<file path="config.mk">
export PLATFORM = sky130hd
export DESIGN_NAME = light_timer
export DESIGN_NICKNAME = d
export VERILOG_FILES = /design/src/rtl/light_timer_pkg.sv /design/src/rtl/light_timer_tick_gen.sv /design/src/rtl/light_timer.sv
export SDC_FILE = /design/constraint.sdc
export NUM_CORES = 1
export LEC_CHECK = 0
export CAP_MARGIN = 5
export CORE_UTILIZATION = 40
export DETAILED_ROUTE_END_ITERATION = 10
export SYNTH_ARGS = -nofsm -noshare
export SYNTH_HDL_FRONTEND = slang
export SYNTH_SLANG_ARGS = --single-unit
</file>
<file path="constraint.sdc">
create_clock -name clk -period 4 [get_ports clk]
set_clock_uncertainty 0.1 [all_clocks]
set_input_delay 1 -clock clk [delete_from_list [all_inputs] [get_ports clk]]
set_output_delay 1 -clock clk [all_outputs]
set_load 0.03 [all_outputs]
</file>
<file path="src/rtl/light_timer_pkg.sv">
// Shared types and constants for the light_timer duration timer.
package light_timer_pkg;

    localparam int unsigned DUR_W              = 4;
    localparam int unsigned DEF_TICKS_PER_UNIT = 50_000_000;

    typedef enum logic [1:0] {
        StIdle,
        StCount,
        StDone
    } state_e;

endpackage

</file>
<file path="src/rtl/light_timer_tick_gen.sv">
// Prescaler: emits a one-cycle tick every TICKS_PER_UNIT enabled cycles; clr restarts the unit.
module tick_gen
    import light_timer_pkg::*;
#(
    parameter int unsigned TICKS_PER_UNIT = DEF_TICKS_PER_UNIT,
    parameter int unsigned PRESC_W        = 26
) (
    input  logic clk,
    input  logic rst,
    input  logic clr,
    input  logic en,
    output logic tick
);

    localparam logic [PRESC_W-1:0] Last = PRESC_W'(TICKS_PER_UNIT - 1);

    logic [PRESC_W-1:0] cnt_q, cnt_d;

    // A clear on the same edge discards the pending tick so a restart starts a full unit.
    assign tick = en && !clr && (cnt_q == Last);

    always_comb begin
        cnt_d = cnt_q;
        if (clr) begin
            cnt_d = '0;
        end else if (en) begin
            if (cnt_q == Last) begin
                cnt_d = '0;
            end else begin
                cnt_d = cnt_q + PRESC_W'(1);
            end
        end
    end

    always_ff @(posedge clk) begin
        if (rst) begin
            cnt_q <= '0;
        end else begin
            cnt_q <= cnt_d;
        end
    end

endmodule

</file>
<file path="src/rtl/light_timer.sv">
// Duration timer answering the INICIO/FIN handshake; LIGHT_TIMER_PAUSE_EN adds a hold input.
module light_timer
    import light_timer_pkg::*;
#(
    parameter int unsigned TICKS_PER_UNIT = DEF_TICKS_PER_UNIT,
    parameter int unsigned PRESC_W        = 26
) (
    input  logic             clk,
    input  logic             rst,
    input  logic             INICIO,
    input  logic [DUR_W-1:0] data,
    output logic             FIN,
    output logic             busy,
    output logic [DUR_W-1:0] remaining
`ifdef LIGHT_TIMER_PAUSE_EN
    ,
    input  logic             hold
`endif
);

    state_e           state_q, state_d;
    logic [DUR_W-1:0] rem_q, rem_d;
    logic             fin_q, fin_d;
    logic             hold_w;
    logic             tick;
    logic             tick_en;

`ifdef LIGHT_TIMER_PAUSE_EN
    assign hold_w = hold;
`else
    assign hold_w = 1'b0;
`endif

    assign tick_en = (state_q == StCount) && !hold_w;

    tick_gen #(
        .TICKS_PER_UNIT(TICKS_PER_UNIT),
        .PRESC_W       (PRESC_W)
    ) u_tick_gen (
        .clk (clk),
        .rst (rst),
        .clr (INICIO),
        .en  (tick_en),
        .tick(tick)
    );

    always_comb begin
        state_d = state_q;
        rem_d   = rem_q;
        // A start request outranks expiry, so a same-edge restart swallows the pending FIN.
        if (INICIO) begin
            if (data != '0) begin
                state_d = StCount;
                rem_d   = data;
            end else begin
                state_d = StDone;
                rem_d   = '0;
            end
        end else begin
            unique case (state_q)
                StIdle: state_d = StIdle;
                StCount: begin
                    if (tick) begin
                        rem_d = rem_q - DUR_W'(1);
                        if (rem_q == DUR_W'(1)) begin
                            state_d = StDone;
                        end
                    end
                end
                StDone:  state_d = StIdle;
                default: state_d = StIdle;
            endcase
        end
        fin_d = (state_d == StDone);
    end

    always_ff @(posedge clk) begin
        if (rst) begin
            state_q <= StIdle;
            rem_q   <= '0;
            fin_q   <= 1'b0;
        end else begin
            state_q <= state_d;
            rem_q   <= rem_d;
            fin_q   <= fin_d;
        end
    end

    assign FIN       = fin_q;
    assign busy      = (state_q == StCount);
    assign remaining = rem_q;

endmodule

</file>
==> results of run 1 <==
## cell families after synthesis
logic type	Yosys count
AOI/OAI and AO/OA	48
and+or+nand+nor	111
DFF	33
buffers and inverters	16
xor gates and xnor gates	9
adders and majority gates	3
## stage by stage
step           util [%]  area [µm²]  setup WS (ps)
2_1_floorplan         -        1800           2080
3_3_place_gp       44.9        1940           1270
3_5_place_dp       44.9        1940           1240
4_1_cts            47.6        2060           1150
5_1_grt            47.6        2060           1070
6_report           47.6        2060           1160
## cells in the mapped netlist (all sizes together) (5+ instances only)
cell type and n:
a21oi 14, dfxtp 33, buf 5, nand3 13, clkbuf 5, a31oi 6, o31ai 6, or3 12
and4 6, nor2 16, inv 6, xnor2 5, nand4 16, nand2 16, or4 6, o21ai 12
nor4 8
## sequential cells by signal (all words and copies together), names as in the netlist
name              flops
u_tick_gen.cnt_q     26
remaining             4
state_q               2
FIN                   1
## area by class of cell
type	instances	share of cell area, %
Clock buffer	7	4.19
Clock inverter	1	1.46
Inverter	6	1.09
Multi-Input combinational cell	171	51.8
Sequential cell	33	32.1
Tap cell	52	3.16
Timing Repair Buffer	13	6.20
## metal layers
metal  share of wire (%)  global-route usage [%]  wire length, µm
met3                 3.4                    4.39              151
met2                  45                    29.1             2020
met1                  50                    29.6             2240
met4                 1.3                    6.12               57
met5                   0                       0                0
## power groups by stage
stage | sequential (µW) | combinational, µW | clock (µW)
2_1_floorplan | 350 | 22.7 | 0
3_3_place_gp | 346 | 50.0 | 0
3_5_place_dp | 346 | 49.3 | 0
4_1_cts | 338 | 49.3 | 325
5_1_grt | 339 | 53.7 | 342
6_report | 338 | 49.1 | 317
## critical path, cell delays in order, from the launching register on
cell             delay, ps
dfxtp_1                330
nand2b_1               260
inv_2                  180
clkdlybuf4s50_1        690
## worst max-delay path by stage
| stage | from | endpoint | slack [ps] | cells after the start |
|---|---|---|---|---|
| global placement | INICIO | u_tick_gen.cnt_q[7] | 1270 | 5 |
| CTS | state_q[1] | busy | 1150 | 3 |
| floorplan | INICIO | state_q[0] | 2080 | 4 |
| global route | state_q[1] | busy | 1070 | 3 |
| finish | state_q[1] | busy | 1160 | 3 |
| detailed placement | INICIO | u_tick_gen.cnt_q[7] | 1240 | 5 |
==> out/results.txt, run 1 <==
P per Cell Area -> 342 nW/µm²
Syn-to-layout area delta -> 14.5%
initial antenna violation count -> 0
cts hold-fix bufs -> 0
FF-to-FF setup slack -> 1660 ps
Seq pwr share -> 48.1%
Remaining DRCs -> 0
Final #Nets -> 240
R2R Path End -> u_tick_gen.cnt_q[25]
clock-pin slew of the registers on the worst-case setup and hold paths -> 60 ps
max cap viols -> 0
hold crit path type -> register to register
Tightest Pin Transition -> 579 ps
CP Class -> register to primary output
htree depth -> 2
GRT Overall Usage -> 20.1%
slew margin rel. -> 61.2%
Post-synth ARST share -> 0%
CP endpoint kind -> primary output
I/O pin count -> 13
RD Place Congestion -> 0.909
global route total overflow -> 0
Ant. Diodes -> 0
xor/xnor cell area share of the yosys netlist -> 4.38%
antenna viol nets, final -> 0
CTS Sinks -> 33
Primary FF master, synth -> dfxtp_1
worst min-delay path startpoint -> u_tick_gen.cnt_q[1]
Die Height -> 69.1 µm
hpwl dp -> 3.35 mm
Reg area -> 661 µm²
Post-Syn Area -> 1800 µm²
post-route setup TNS -> 0 ps
vias in the first global route -> 1,543
net switching fraction of the power -> 20.9%
Period minus WS final -> 2840 ps
Max VDD drop -> 0.196 mV
Int Pwr -> 557 µW
biggest area consumer among synthesized cells -> dfxtp_1
largest net degree at the start of global routing -> 16
endpoint with the worst hold slack -> u_tick_gen.cnt_q[1]
Pleak -> 0.000617 µW
Hold WS -> 387 ps
Comb power frac -> 7.0%
leading post-synthesis cells by cell area -> dfxtp_1 37%, nand4_1 5.2%, or3_1 4.2%
WP data required -> 2900 ps
status -> finished clean
IO buf count -> 12
root buf cell -> clkbuf_8
syn avg cell area -> 8.18 µm²
DR iter-0 viols -> 77
clock power share -> 45.0%
post-placement cell count -> 275
starting density of the core -> 41.6%
Startpoint Class -> register
Multi-input gate area -> 1070 µm²
synthesis warning total -> 0
die footprint -> 4770 µm²
Die Span X -> 69.1 µm
commonest cells after routing, fill and taps aside -> 33 x dfxtp_1, 16 x nand2_1, 16 x nor2_1
Clock Tree Buf Depth -> 2
Fillers -> 451
Cell variety after synth -> 41
Post-synth EDFFs -> 0
Cell Rows -> 24
CTS buffer count -> 5
Post-Syn Instances -> 220
R2R cell count -> 6
Via density -> 6.16
mux cell area share after synthesis -> 0%
DRT Pass-1 Iters -> 4
Synth Area in Compound Gates -> 16.6%
crit-path max FO -> 7
sequential-to-total area share from yosys stat -> 36.7%
final setup vio count -> 0
largest family of logic cells by synthesized area -> simple AND/OR/NAND/NOR gates
Synth Register Bits -> 33
DR WL/cell -> 15.8 µm
share of the synthesized area in the top cell type -> 36.7%
global-route wire length before repair -> 7.78 mm
Final period util -> 71.0%
Final Power -> 704 µW
FF-to-FF Start -> u_tick_gen.cnt_q[0]
Sw Pwr -> 147 µW
layout cells sized above 1 -> 6.06%
total wire length -> 4.47 mm
Hold Path Stages -> 2
worst skew pair latency -> 270 ps
Max Freq -> 352 MHz
CTS tree -> yes
RSZ-0062 raised after global routing -> no
Post-Synth Simple-Gate Area -> 36.3%
setup repair bufs after CTS -> 0
adder-cell share of the synthesized area -> 2.09%
Gates resized, CTS repair -> 0
Core Area -> 4320 µm²
Pins Over Slew Limit -> 0
Finished Layout Cells -> 283
Final Hold Viols -> 0
most common cell after layout, fill and taps aside -> dfxtp_1
syn nets -> 230
Vias -> 1,744
Critical Path AT -> 1740 ps
Note: power is estimated with default switching activity, not from simulation.
==> inputs of run 2 (changes only) <==
clock period = 2.84 ns   (was 4 ns; I/O delays follow)
==> out/results.txt, run 2 (synthesis gave the netlist of run 1 again) <==
status -> finished clean
clock-pin slew of the registers on the worst-case setup and hold paths -> 70 ps
layout cells sized above 1 -> 7.66%
Tightest Pin Transition -> 947 ps
DR WL/cell -> 16.5 µm
RD Place Congestion -> 0.916
most common cell after layout, fill and taps aside -> dfxtp_1
Pleak -> 0.000635 µW
global route total overflow -> 0
Critical Path AT -> 1750 ps
Via density -> 6.13
setup repair bufs after CTS -> 0
starting density of the core -> 41.6%
Clock Tree Buf Depth -> 2
Design Area, Final -> 2090 µm²
Startpoint Class -> register
Die Span X -> 69.1 µm
WP buf/inv -> 2
slew margin rel. -> 36.5%
Ant. Diodes -> 0
htree depth -> 2
P per Cell Area -> 482 nW/µm²
worst skew pair latency -> 290 ps
critical path cell sequence -> nand2b_1 -> inv_2 -> clkdlybuf4s50_1
Cell Rows -> 24
initial antenna violation count -> 0
max cap viols -> 0
I/O pin count -> 13
CTS tree -> yes
cts hold-fix bufs -> 0
CTS Sinks -> 33
CP endpoint kind -> primary output
Core Area -> 4320 µm²
Max Freq -> 390 MHz
Remaining DRCs -> 0
Final Hold Viols -> 0
Die Height -> 69.1 µm
hold crit path type -> register to register
Crit path max-delay family -> buffers and inverters
commonest cells after routing, fill and taps aside -> 33 x dfxtp_1, 16 x nand2_1, 16 x nor2_1
crit-path max FO -> 7
Gates resized, CTS repair -> 0
IO buf count -> 12
die footprint -> 4770 µm²
CP Class -> register to primary output
total wire length -> 4.74 mm
global-route wire length before repair -> 7.89 mm
RSZ-0062 raised after global routing -> no
Worst Slack Setup Final -> 276 ps
critical path's slowest cell -> clkdlybuf4s50_1
Max VDD drop -> 0.308 mV
Placed Area -> 1970 µm²
Vias -> 1,759
Final #Nets -> 244
DRT Pass-1 Iters -> 4
post-route setup TNS -> 0 ps
DR iter-0 viols -> 152
hpwl dp -> 3.43 mm
WP data required -> 2030 ps
final core occ -> 48.3%
largest net degree at the start of global routing -> 15
Pins Over Slew Limit -> 0
Hold WS -> 392 ps
Fillers -> 441
final setup vio count -> 0
Final period util -> 90.3%
GRT Overall Usage -> 20.7%
Syn-to-layout area delta -> 16.1%
vias in the first global route -> 1,601
CTS buffer count -> 5
antenna viol nets, final -> 0
number of flip-flops in the largest register -> 26
worst slack, placed -> 485 ps
Period minus WS final -> 2560 ps
worst stage delay on the critical path -> 690 ps
Biggest register -> u_tick_gen.cnt_q
root buf cell -> clkbuf_8
-- run 2: path summary, 6_finish.rpt --
kind / startpoint / to / slack (ps) / cells past startpoint
worst max-delay path: state_q[1] / busy / 280 / 3
worst min-delay path: u_tick_gen.cnt_q[1] / u_tick_gen.cnt_q[1] / 390 / 2
worst max register to register: u_tick_gen.cnt_q[10] / u_tick_gen.cnt_q[5] / 660 / 4
worst min register to register: u_tick_gen.cnt_q[1] / u_tick_gen.cnt_q[1] / 390 / 2
-- run 2: where the power goes --
part           internal [µW]  switching (µW)  total (µW)
clock network            286             176         462
registers                469            7.89         477
logic                   29.8            39.7        69.5
-- run 2: per-stage QoR --
step,cells,total power (µW)
global route,287,1040
CTS,287,1020
floorplan,220,525
detailed placement,279,557
global placement,279,558
finish,287,1010
-- run 2: area by class of cell --
cell class,instances,area (µm²),area share (%)
Clock buffer,7,86.3,4.13
Clock inverter,1,30.0,1.44
Inverter,6,22.5,1.08
Multi-Input combinational cell,171,1070,51.1
Sequential cell,33,661,31.6
Tap cell,52,65.1,3.11
Timing Repair Buffer,17,158,7.54
-- run 2: metal layers --
metal,up-vias,global-route usage [%],share of wire [%]
met5,-,0,0
met4,0,9.07,1.6
met3,7,3.95,5.2
met2,44,31.3,45
met1,834,28.5,49
li1,874,-,-
-- run 2: worst reg2reg max path, stage by stage (launching register included) --
cell and delay (ps):
dfxtp_1 400, nor4b_1 400, nand4_1 220, o31ai_2 800
nor2_1 110
==> inputs of run 3 (changes only) <==
REMOVE_ABC_BUFFERS = 1   (was not set)
SKIP_LAST_GASP = 1   (was not set)
==> out/results.txt, run 3 (synthesis gave the netlist of run 1 again) <==
cts hold-fix bufs -> 0
most common cell after layout, fill and taps aside -> dfxtp_1
Max VDD drop -> 0.309 mV
DR iter-0 viols -> 111
net switching fraction of the power -> 23.1%
setup repair bufs after CTS -> 0
CTS Sinks -> 33
antenna viol nets, final -> 0
Vias -> 1,760
Int Pwr -> 784 µW
I/O pin count -> 13
post-route setup TNS -> 0 ps
Final Hold Viols -> 0
root buf cell -> clkbuf_8
clock power share -> 46.4%
vias in the first global route -> 1,647
layout cells sized above 1 -> 8.09%
number of flip-flops in the largest register -> 26
R2R Path End -> u_tick_gen.cnt_q[9]
Biggest register -> u_tick_gen.cnt_q
global route total overflow -> 0
P per Cell Area -> 487 nW/µm²
Startpoint Class -> register
Final Power -> 1020 µW
Die Height -> 69.1 µm
Core Area -> 4320 µm²
Die Span X -> 69.1 µm
Final period util -> 90.2%
initial antenna violation count -> 0
Cell Rows -> 24
CP endpoint kind -> primary output
worst skew pair latency -> 300 ps
htree depth -> 2
DRT Pass-1 Iters -> 4
CP Class -> register to primary output
Hold Path Stages -> 2
Remaining DRCs -> 0
Period minus WS final -> 2560 ps
RD Place Congestion -> 0.876
Pins Over Slew Limit -> 0
die footprint -> 4770 µm²
starting density of the core -> 41.6%
Tightest Pin Transition -> 1070 ps
global-route wire length before repair -> 8.20 mm
worst min-delay path startpoint -> u_tick_gen.cnt_q[1]
CTS tree -> yes
Gates resized, CTS repair -> 0
hpwl dp -> 3.44 mm
endpoint with the worst hold slack -> u_tick_gen.cnt_q[1]
RSZ-0062 raised after global routing -> no
slew margin rel. -> 28.1%
hold crit path type -> register to register
commonest cells after routing, fill and taps aside -> 33 x dfxtp_1, 16 x nand2_1, 16 x nor2_1
Sw Pwr -> 236 µW
status -> finished clean
FF-to-FF setup slack -> 580 ps
Worst Slack Setup Final -> 278 ps
IO buf count -> 12
Max Freq -> 390 MHz
clock-pin slew of the registers on the worst-case setup and hold paths -> 70 ps
DR WL/cell -> 16.7 µm
R2R cell count -> 5
Ant. Diodes -> 0
crit-path max FO -> 7
FF-to-FF Start -> u_tick_gen.cnt_q[0]
CTS buffer count -> 5
worst slack, placed -> 436 ps
Via density -> 6.13
Final #Nets -> 244
Syn-to-layout area delta -> 16.3%
Clock Tree Buf Depth -> 2
Comb power frac -> 6.9%
Critical Path AT -> 1750 ps
total wire length -> 4.79 mm
largest net degree at the start of global routing -> 15
max cap viols -> 0
Pleak -> 0.000634 µW
final setup vio count -> 0
GRT Overall Usage -> 21.7%
Seq pwr share -> 46.7%
WP data required -> 2030 ps
==> run 3: area by class of cell <==
type,count,area (µm²)
sequential,33,661
multi-input combinational,171,1070
fill,444,2230
clock inverter,2,37.5
clock buffer,6,82.6
tap,52,65.1
timing repair buffer,17,158
inverter,6,22.5
==> run 3: per-layer routing <==
layer,wire length [µm],up-vias,GRT usage [%]
met5,0,-,0
met4,97,0,9.52
met3,174,9,3.51
met2,2170,40,32.1
met1,2340,839,30.8
li1,-,872,-
==> run 3: worst max path at each step <==
stage                        startpoint                   to  slack (ps)  cells after the start
CTS                          state_q[1]                 busy         260                      3
floorplan           u_tick_gen.cnt_q[0]  u_tick_gen.cnt_q[0]         890                      5
global route                 state_q[1]                 busy         190                      3
global placement                 INICIO  u_tick_gen.cnt_q[7]         490                      5
finish                       state_q[1]                 busy         280                      3
detailed placement               INICIO  u_tick_gen.cnt_q[7]         440                      5
==> run 3: power groups by stage <==
stage / Sequential, µW / Clock [µW] / Combinational, µW
after global routing: 477 / 504 / 76.8
after CTS: 476 / 484 / 70.4
after floorplan: 493 / 0 / 31.0
final: 476 / 473 / 70.0
after global placement: 488 / 0 / 69.9
after detailed placement: 487 / 0 / 69.6
==> run 3: worst max-delay path: stages (launching register included) <==
cell             delay [ps]
dfxtp_1                 330
nand2b_1                260
inv_2                   180
clkdlybuf4s50_1         690
==> run 3: per-stage QoR <==
stage	cell area (µm²)	hold WS, ps	util (%)	std cells
global route	2090	418	48.4	287
floorplan	1750	355	-	210
global placement	1970	375	45.6	279
CTS	2090	396	48.4	287
finish	2090	394	48.4	287
detailed placement	1970	387	45.6	279
